==> src/rtl/pipe_pkg.sv <==
// pipe_pkg: shared types and constants for the IF/ID pipeline stage.
package pipe_pkg;

  // Default payload width of the core.
  localparam int PIPE_XLEN = 32;

  // addi x0,x0,0; presented to decode whenever no valid beat is held.
  localparam logic [31:0] RV_NOP = 32'h0000_0013;

  // Buffer occupancy: EMPTY, ONE (main full), TWO (main and skid full).
  typedef enum logic [1:0] {
    EMPTY = 2'd0,
    ONE   = 2'd1,
    TWO   = 2'd2
  } stage_state_t;

  // Instruction/PC pair carried from fetch to decode.
  typedef struct packed {
    logic [PIPE_XLEN-1:0] instr;
    logic [PIPE_XLEN-1:0] pc;
  } if_id_payload_t;

endpackage

==> src/rtl/pipe_skid_buffer.sv <==
// pipe_skid_buffer: generic valid/ready buffer with flush over payload_t.
// Optional macro IF_ID_PIPE_SKID_EN: adds a second (skid) entry and makes
// in_ready a pure register output. Without it the buffer has one entry and
// in_ready is ~out_valid | out_ready.
module pipe_skid_buffer
  import pipe_pkg::*;
#(
  parameter type payload_t = if_id_payload_t
) (
  input  logic     clk,
  input  logic     reset_n,
  input  logic     in_valid,
  output logic     in_ready,
  input  payload_t in_data,
  input  logic     flush,
  output logic     out_valid,
  input  logic     out_ready,
  output payload_t out_data
);

  stage_state_t state_reg, state_next;
  payload_t     main_reg, main_next;
  logic         in_fire;
  logic         out_fire;

`ifdef IF_ID_PIPE_SKID_EN
  payload_t skid_reg, skid_next;
  logic     in_ready_reg;

  // in_ready comes straight from a flop, so upstream timing never sees out_ready or flush.
  assign in_ready = in_ready_reg;
`else
  // Single entry: accept when empty or when the held beat leaves this cycle.
  assign in_ready = ~out_valid | out_ready;
`endif

  assign out_valid = (state_reg != EMPTY);
  assign out_data  = main_reg;
  assign in_fire   = in_valid & in_ready;
  assign out_fire  = out_valid & out_ready;

  // State and main entry registers; reset drops held beats immediately.
  always_ff @(posedge clk or negedge reset_n) begin
    if (!reset_n) begin
      state_reg <= EMPTY;
      main_reg  <= '0;
    end else begin
      state_reg <= state_next;
      main_reg  <= main_next;
    end
  end

`ifdef IF_ID_PIPE_SKID_EN
  // Skid entry and registered in_ready, low exactly while both entries are full.
  always_ff @(posedge clk or negedge reset_n) begin
    if (!reset_n) begin
      skid_reg     <= '0;
      in_ready_reg <= 1'b1;
    end else begin
      skid_reg     <= skid_next;
      in_ready_reg <= (state_next != TWO);
    end
  end
`endif

  // Next-state and entry loads; flush wins and leaves the entries untouched
  // so out_pc keeps showing the last beat that was at the head.
  always_comb begin
    state_next = state_reg;
    main_next  = main_reg;
`ifdef IF_ID_PIPE_SKID_EN
    skid_next  = skid_reg;
`endif
    if (flush) begin
      state_next = EMPTY;
    end else begin
      case (state_reg)
        EMPTY: begin
          if (in_fire) begin
            state_next = ONE;
            main_next  = in_data;
          end
        end
        ONE: begin
          if (in_fire && out_fire) begin
            main_next = in_data;
`ifdef IF_ID_PIPE_SKID_EN
          end else if (in_fire) begin
            state_next = TWO;
            skid_next  = in_data;
`endif
          end else if (out_fire) begin
            state_next = EMPTY;
          end
        end
`ifdef IF_ID_PIPE_SKID_EN
        TWO: begin
          if (out_fire) begin
            state_next = ONE;
            main_next  = skid_reg;
          end
        end
`endif
        default: state_next = EMPTY;
      endcase
    end
  end

endmodule

==> src/rtl/if_id_pipe_stage.sv <==
// if_id_pipe_stage: IF/ID pipeline register with valid/ready handshake,
// flush with NOP injection and optional skid buffer.
// Optional macro IF_ID_PIPE_SKID_EN selects the two-entry skid buffer with
// registered in_ready; undefined gives a single entry.
module if_id_pipe_stage
  import pipe_pkg::*;
#(
  parameter int              XLEN      = PIPE_XLEN,
  parameter logic [XLEN-1:0] NOP_INSTR = XLEN'(RV_NOP)
) (
  input  logic            clk,
  input  logic            reset_n,
  input  logic            in_valid,
  output logic            in_ready,
  input  logic [XLEN-1:0] in_instr,
  input  logic [XLEN-1:0] in_pc,
  input  logic            flush,
  output logic            out_valid,
  input  logic            out_ready,
  output logic [XLEN-1:0] out_instr,
  output logic [XLEN-1:0] out_pc
);

  // Same shape as if_id_payload_t, sized by this instance's XLEN.
  typedef struct packed {
    logic [XLEN-1:0] instr;
    logic [XLEN-1:0] pc;
  } stage_payload_t;

  stage_payload_t in_payload;
  stage_payload_t out_payload;
  logic           buf_valid;

  assign in_payload.instr = in_instr;
  assign in_payload.pc    = in_pc;

  pipe_skid_buffer #(
    .payload_t (stage_payload_t)
  ) u_buf (
    .clk       (clk),
    .reset_n   (reset_n),
    .in_valid  (in_valid),
    .in_ready  (in_ready),
    .in_data   (in_payload),
    .flush     (flush),
    .out_valid (buf_valid),
    .out_ready (out_ready),
    .out_data  (out_payload)
  );

  // Decode sees a NOP whenever nothing valid is held; the PC keeps its last value.
  assign out_valid = buf_valid;
  assign out_instr = buf_valid ? out_payload.instr : NOP_INSTR;
  assign out_pc    = out_payload.pc;

endmodule

==> config.mk <==
export PLATFORM = sky130hd
export DESIGN_NAME = if_id_pipe_stage
export DESIGN_NICKNAME = d
export VERILOG_FILES = /design/src/rtl/pipe_pkg.sv /design/src/rtl/pipe_skid_buffer.sv /design/src/rtl/if_id_pipe_stage.sv
export SDC_FILE = /design/constraint.sdc
export NUM_CORES = 1
export LEC_CHECK = 0
export CAP_MARGIN = 20
export CORE_ASPECT_RATIO = 2
export CORE_MARGIN = 1
export CORE_UTILIZATION = 40
export DETAILED_ROUTE_END_ITERATION = 8
export PLACE_DENSITY = 0.73
export SLEW_MARGIN = 30
export SYNTH_ARGS = -nofsm -noshare
export SYNTH_HDL_FRONTEND = slang
export SYNTH_SLANG_ARGS = --single-unit
==> constraint.sdc <==
create_clock -name clk -period 2.25 [get_ports clk]
set_clock_uncertainty 0.15 [all_clocks]
set_input_delay 0.45 -clock clk [delete_from_list [all_inputs] [get_ports clk]]
set_output_delay 0.45 -clock clk [all_outputs]
set_load 0.02 [all_outputs]
# Word level (Yosys, flattened, before mapping)
# Cells that the tools add are included.
[op_classes]
bitwise_logic = 5
n_eq_ne = 6
muxes = 9
n_reduce_logical = 6
[op_table]
columns = ["op", "n"]
rows = [
  ["two-way mux 64 bit", 2],
  ["case mux 64 bit (2 select lines)", 1],
  ["two-way mux 32 bit", 1],
  ["two-way mux 2 bit", 4],
  ["!= test 3 x 2 -> 1 bit (second input constant)", 2],
  ["!= test 2 x 1 -> 1 bit (second input constant)", 2],
  ["case mux 2 bit (2 select lines)", 1],
  ["AND reduction 4 bit", 1],
  ["nonzero test 2 bit", 2],
  ["!= test 3 bit (second input constant)", 1],
  ["AND reduction 3 bit", 1],
  ["AND 1 bit", 2],
  ["== test 2 x 1 -> 1 bit (second input constant)", 1],
  ["logical NOT 2 bit", 1],
  ["inverter 1 bit", 2],
  ["logical AND 1 bit", 1],
  ["OR 1 bit", 1],
]
[totals]
wordCells = 29
register_bits = 66
output_inout_bits = 66

# Depth between registers and ports, before layout
[logic_depth]
ltp_word = 8
ltp_mapped = 5
depth_no_buf = 3

# Hierarchy
# A second synthesis with hierarchy kept.
[unflattened]
cells_unflattened = 176
area_unflattened_um2 = 2956.6
[by_module_without_submodules]
columns = ["mod", "seq_area_each_um2", "area_each_um2", "n_inst", "cells_each"]
rows = [
  ["pipe_skid_buffer", 1626.6, 2741.4, 1, 141],
  ["if_id_pipe_stage", 0.0, 215.2, 1, 35],
]

# Worst setup path after synthesis
# No wires, ideal clock.
[synth_timing]
kind = "reg-to-reg"
from = "register u_buf.state_reg[0]"
to = "register u_buf.main_reg, in the netlist u_buf.out_data[0]"
setup_ps = 125
n_path_buf = 2
stages_incl_launch_ff = 6
required_ps = 1975
path_slack_ps = 524
period_less_slack_ps = 1726
t_arrival_ps = 1451
cell_sequence = "dfrtp_1 nor2b_4 nor3b_2 buf_6 buf_12 mux2_4"
[synth_via]
elab_chain_len = 7
word_cells_on_any_way = 13
[synth_rtl]
columns = ["element", "line", "text"]
rows = [
  ["start, declared", "pipe_skid_buffer.sv:21", "stage_state_t state_reg, state_next;"],
  ["start signal, assigned", "pipe_skid_buffer.sv:48", "state_reg <= state_next;"],
  ["nonzero test 2 bit", "pipe_skid_buffer.sv:37", "assign out_valid = (state_reg != EMPTY);"],
  ["inverter 1 bit", "pipe_skid_buffer.sv:34", "assign in_ready = ~out_valid | out_ready;"],
  ["OR 1 bit", "pipe_skid_buffer.sv:34", ""],
  ["AND 1 bit", "pipe_skid_buffer.sv:39", "assign in_fire = in_valid & in_ready;"],
  ["logical AND 1 bit", "pipe_skid_buffer.sv:85", "if (in_fire && out_fire) begin"],
  ["!= test 2 x 1 -> 1 bit (no source line)", "--", ""],
  ["AND reduction 4 bit (no source line)", "--", ""],
  ["end signal, assigned", "pipe_skid_buffer.sv:49", "main_reg <= main_next;"],
  ["end, declared", "pipe_skid_buffer.sv:22", "payload_t main_reg, main_next;"],
]
# Several ways; a longest one is shown, not always the timed one.
# A chain may end at the register's enable or synchronous reset.

# Worst setup path in the final report
[layout_timing]
from = "register u_buf.state_reg[0]"
to = "output out_instr[25]"
[layout_via]
elab_chain_len = 2
[layout_rtl]
columns = ["element", "line", "text"]
rows = [
  ["nonzero test 2 bit", "pipe_skid_buffer.sv:37", ""],
  ["two-way mux 32 bit", "if_id_pipe_stage.sv:53", "assign out_instr = buf_valid ? out_payload.instr : NOP_INSTR;"],
  ["end, declared", "if_id_pipe_stage.sv:20", "output logic [XLEN-1:0] out_instr,"],
]
# No other way between the ends.

==> impl_metrics.ini <==
[floorplanning]
fp.dieH_um = 128
die-area_sq_um = 8370
io_pins = 135
core-area_sq_um = 7660
initial_core_util_pct = 41.7
num_rows = 45
chipWidth_um = 65.2

[setup_path]
cpPeakStageDelay_ps = 610
slowest_stage = clkdlybuf4s50_1
path_class = register to output port
crit_path_end_kind = output port
start_kind = register
path_buf_inv = 2
arrival_ps = 1580
crit_fanout = 13
cp_top_family = buffers and inverters
rrSetupSlack_ps = 350
worstPathCellList = buf_4, and2_1, clkdlybuf4s50_1
required_ps = 1650

[cells_and_area]
register_area_sq_um = 1630
finalNetCount = 390
nFillCells = 636
multiInputGateArea_sq_um = 1190
diodes = 0
largest_register_ffs = 64
drive_above_1_share_pct = 28.2
area_growth_pct = 46.9
fin_area_sq_um = 4690

[clock_tree]
h-tree-depth = 3
cts_tree = done
cts_buffer_depth = 2
cts.clk_slew.worst_paths_ps = 50
post-cts-setup-buffers = 0
clock_latency_ps = 320
clock_sinks = 65
cts-buffers-inserted = 9
root_buffer = clkbuf_16

[placed_design]
dpl.hpwl_mm = 4.87
port_buffers = 134
place_area_sq_um = 4380
place.gp.congestion = 0.763
dp_worst_setup_slack_ps = -2.96

[pwr]
p_clk_share_pct = 36.3
power_mw = 3.94
power_density_nw_per_um2 = 839
p_int_mw = 2.95
p_leak_nw = 2.22
netSwitchingFraction_pct = 25.2
p_sw_mw = 0.990
peakVddDrop_v = 0.000466
share_comb_of_total_power_pct = 26.3
pwr-share-seq_pct = 37.4

[grt]
grtUsageMet3_pct = 3.90
track_usage_pct = 16.9
grt_pass1_vias = 2065
antenna_found_initial = 0
grt_max_degree = 66
grt_pass1_wl_mm = 10.3
busiest_layer = met2
grt_use_met1_pct = 18.0
grt_remaining_overflow = 0
gr-usage-met2_pct = 28.2

[drt]
num_vias = 1924
avgRoutedWirePerCell_um = 16.2
wl_mm = 6.79
drc = 0
drt.antenna.violating_nets = 0
drt_iter0_markers = 59
vias_per_cell = 4.58
drt_first_pass_iters = 4

[logic_synthesis]
synthMuxAreaShare_pct = 29.6
synth-simple-area-share_pct = 7.40
post_synth_num_cell_types = 14
yosys.area_share.adder_pct = 0
syn-num-nets = 277
synth_area_sq_um = 3200
yosysWarnings = 0
postSynthCellCount = 208
synth_compound_area_share_pct = 0
ys_seq_area_share_pct = 50.9
ys_ff_latch = 65
yosys.area_share.xor_xnor_pct = 0
synth_top_family_by_area = multiplexers
syn_area_per_cell_sq_um = 15.4

[timing]
slew_viol_final = 0
layout_setup_ws_ps = 68.2
max_freq_ghz = 0.458
tightestPinTransition_ps = 354
final_hold_viol_count = 0
fin_crit_ps = 2180
fin_hold_ws_ps = 352
setup_viol = 0
rsz0062_at_grt = no
finalCritPeriodShare_pct = 97.0
relSlewSlack_pct = 76.4

[min_path]
hp-class = register to register

[run_status]
status = finished clean

[flow_run]
cap_violations = 0
[cells in the mapped netlist (all sizes together)]
cell	number	share of area, %
clkbuf	3	0.35
and2	29	5.7
mux2	64	30
nand2b	1	0.20
nor2	2	0.24
inv	1	0.12
buf	39	12
nor3b	1	0.39
nor2b	1	0.43
or2b	2	0.47
dfrtp	65	51
[power by group through the flow]
stage	Clock, mW	Sequential [mW]	Combinational [mW]
floorplan	0	1.46	0.733
global placement	0	1.48	1.06
detailed placement	0	1.49	1.06
CTS	1.47	1.47	1.05
global route	1.52	1.50	1.09
finish	1.43	1.47	1.04
[area by class of cell]
cell class              count  area share, %
inverters                   1         0.0800
clock inverters             4           1.07
repair buffers            144           30.7
multi-input cells         100           25.3
clock buffers              12           5.68
flip-flops and latches     65           34.7
well taps                  94           2.51
[cell families (layout without fill, tap and decap cells)]
kind of cell	count (synthesis)	after routing
muxes	64	64
DFF	65	65
buffers and inverters	43	161
and+or+nand+nor	36	36
[layout by cell type (no fill, tap or decap), types with 3 or more instances in the layout]
| cell | instances |
|---|---|
| mux2_2 | 4 |
| dfrtp_1 | 65 |
| clkdlybuf4s50_1 | 106 |
| clkbuf_8 | 3 |
| dlygate4sd2_1 | 21 |
| clkbuf_16 | 9 |
| dlymetal6s2s_1 | 6 |
| and2_1 | 29 |
| mux2_4 | 60 |
| buf_4 | 6 |
| buf_12 | 3 |
[per-layer routing]
layer  up-vias  share of wire, %
li1        877                 -
met1       935                36
met2        87                54
met3        25               5.0
met4         0               4.9
met5         -                 0
[per-stage QoR]
step,cells,TNS [ps],utilization [%]
after CTS,420,0,61.1
final,420,0,61.3
after global placement,403,-0.924,57.2
after floorplan,208,0,-
after detailed placement,403,-2.96,57.2
after global routing,420,0,61.3
[timing repair]
action,in CTS,in global routing
endpoints found under the hold margin,24,0
setup endpoints to repair,21,6
hold buffers,1,0
resized for setup,21,6
[worst paths after layout]
kind / depth (start not counted) / start / end
setup / recovery: 3 / u_buf.state_reg[0]$_DFFE_PN0P_ / out_instr[25]
hold / removal: 1 / u_buf.out_data[30]$_DFFE_PN0P_ / u_buf.out_data[30]$_DFFE_PN0P_
setup reg to reg: 5 / u_buf.state_reg[0]$_DFFE_PN0P_ / u_buf.out_data[30]$_DFFE_PN0P_
hold reg to reg: 1 / u_buf.out_data[30]$_DFFE_PN0P_ / u_buf.out_data[30]$_DFFE_PN0P_
max in group asynchronous: 3 / reset_n / u_buf.out_data[45]$_DFFE_PN0P_
min in group asynchronous: 3 / reset_n / u_buf.out_data[58]$_DFFE_PN0P_
(Power assumes the default switching activity.)
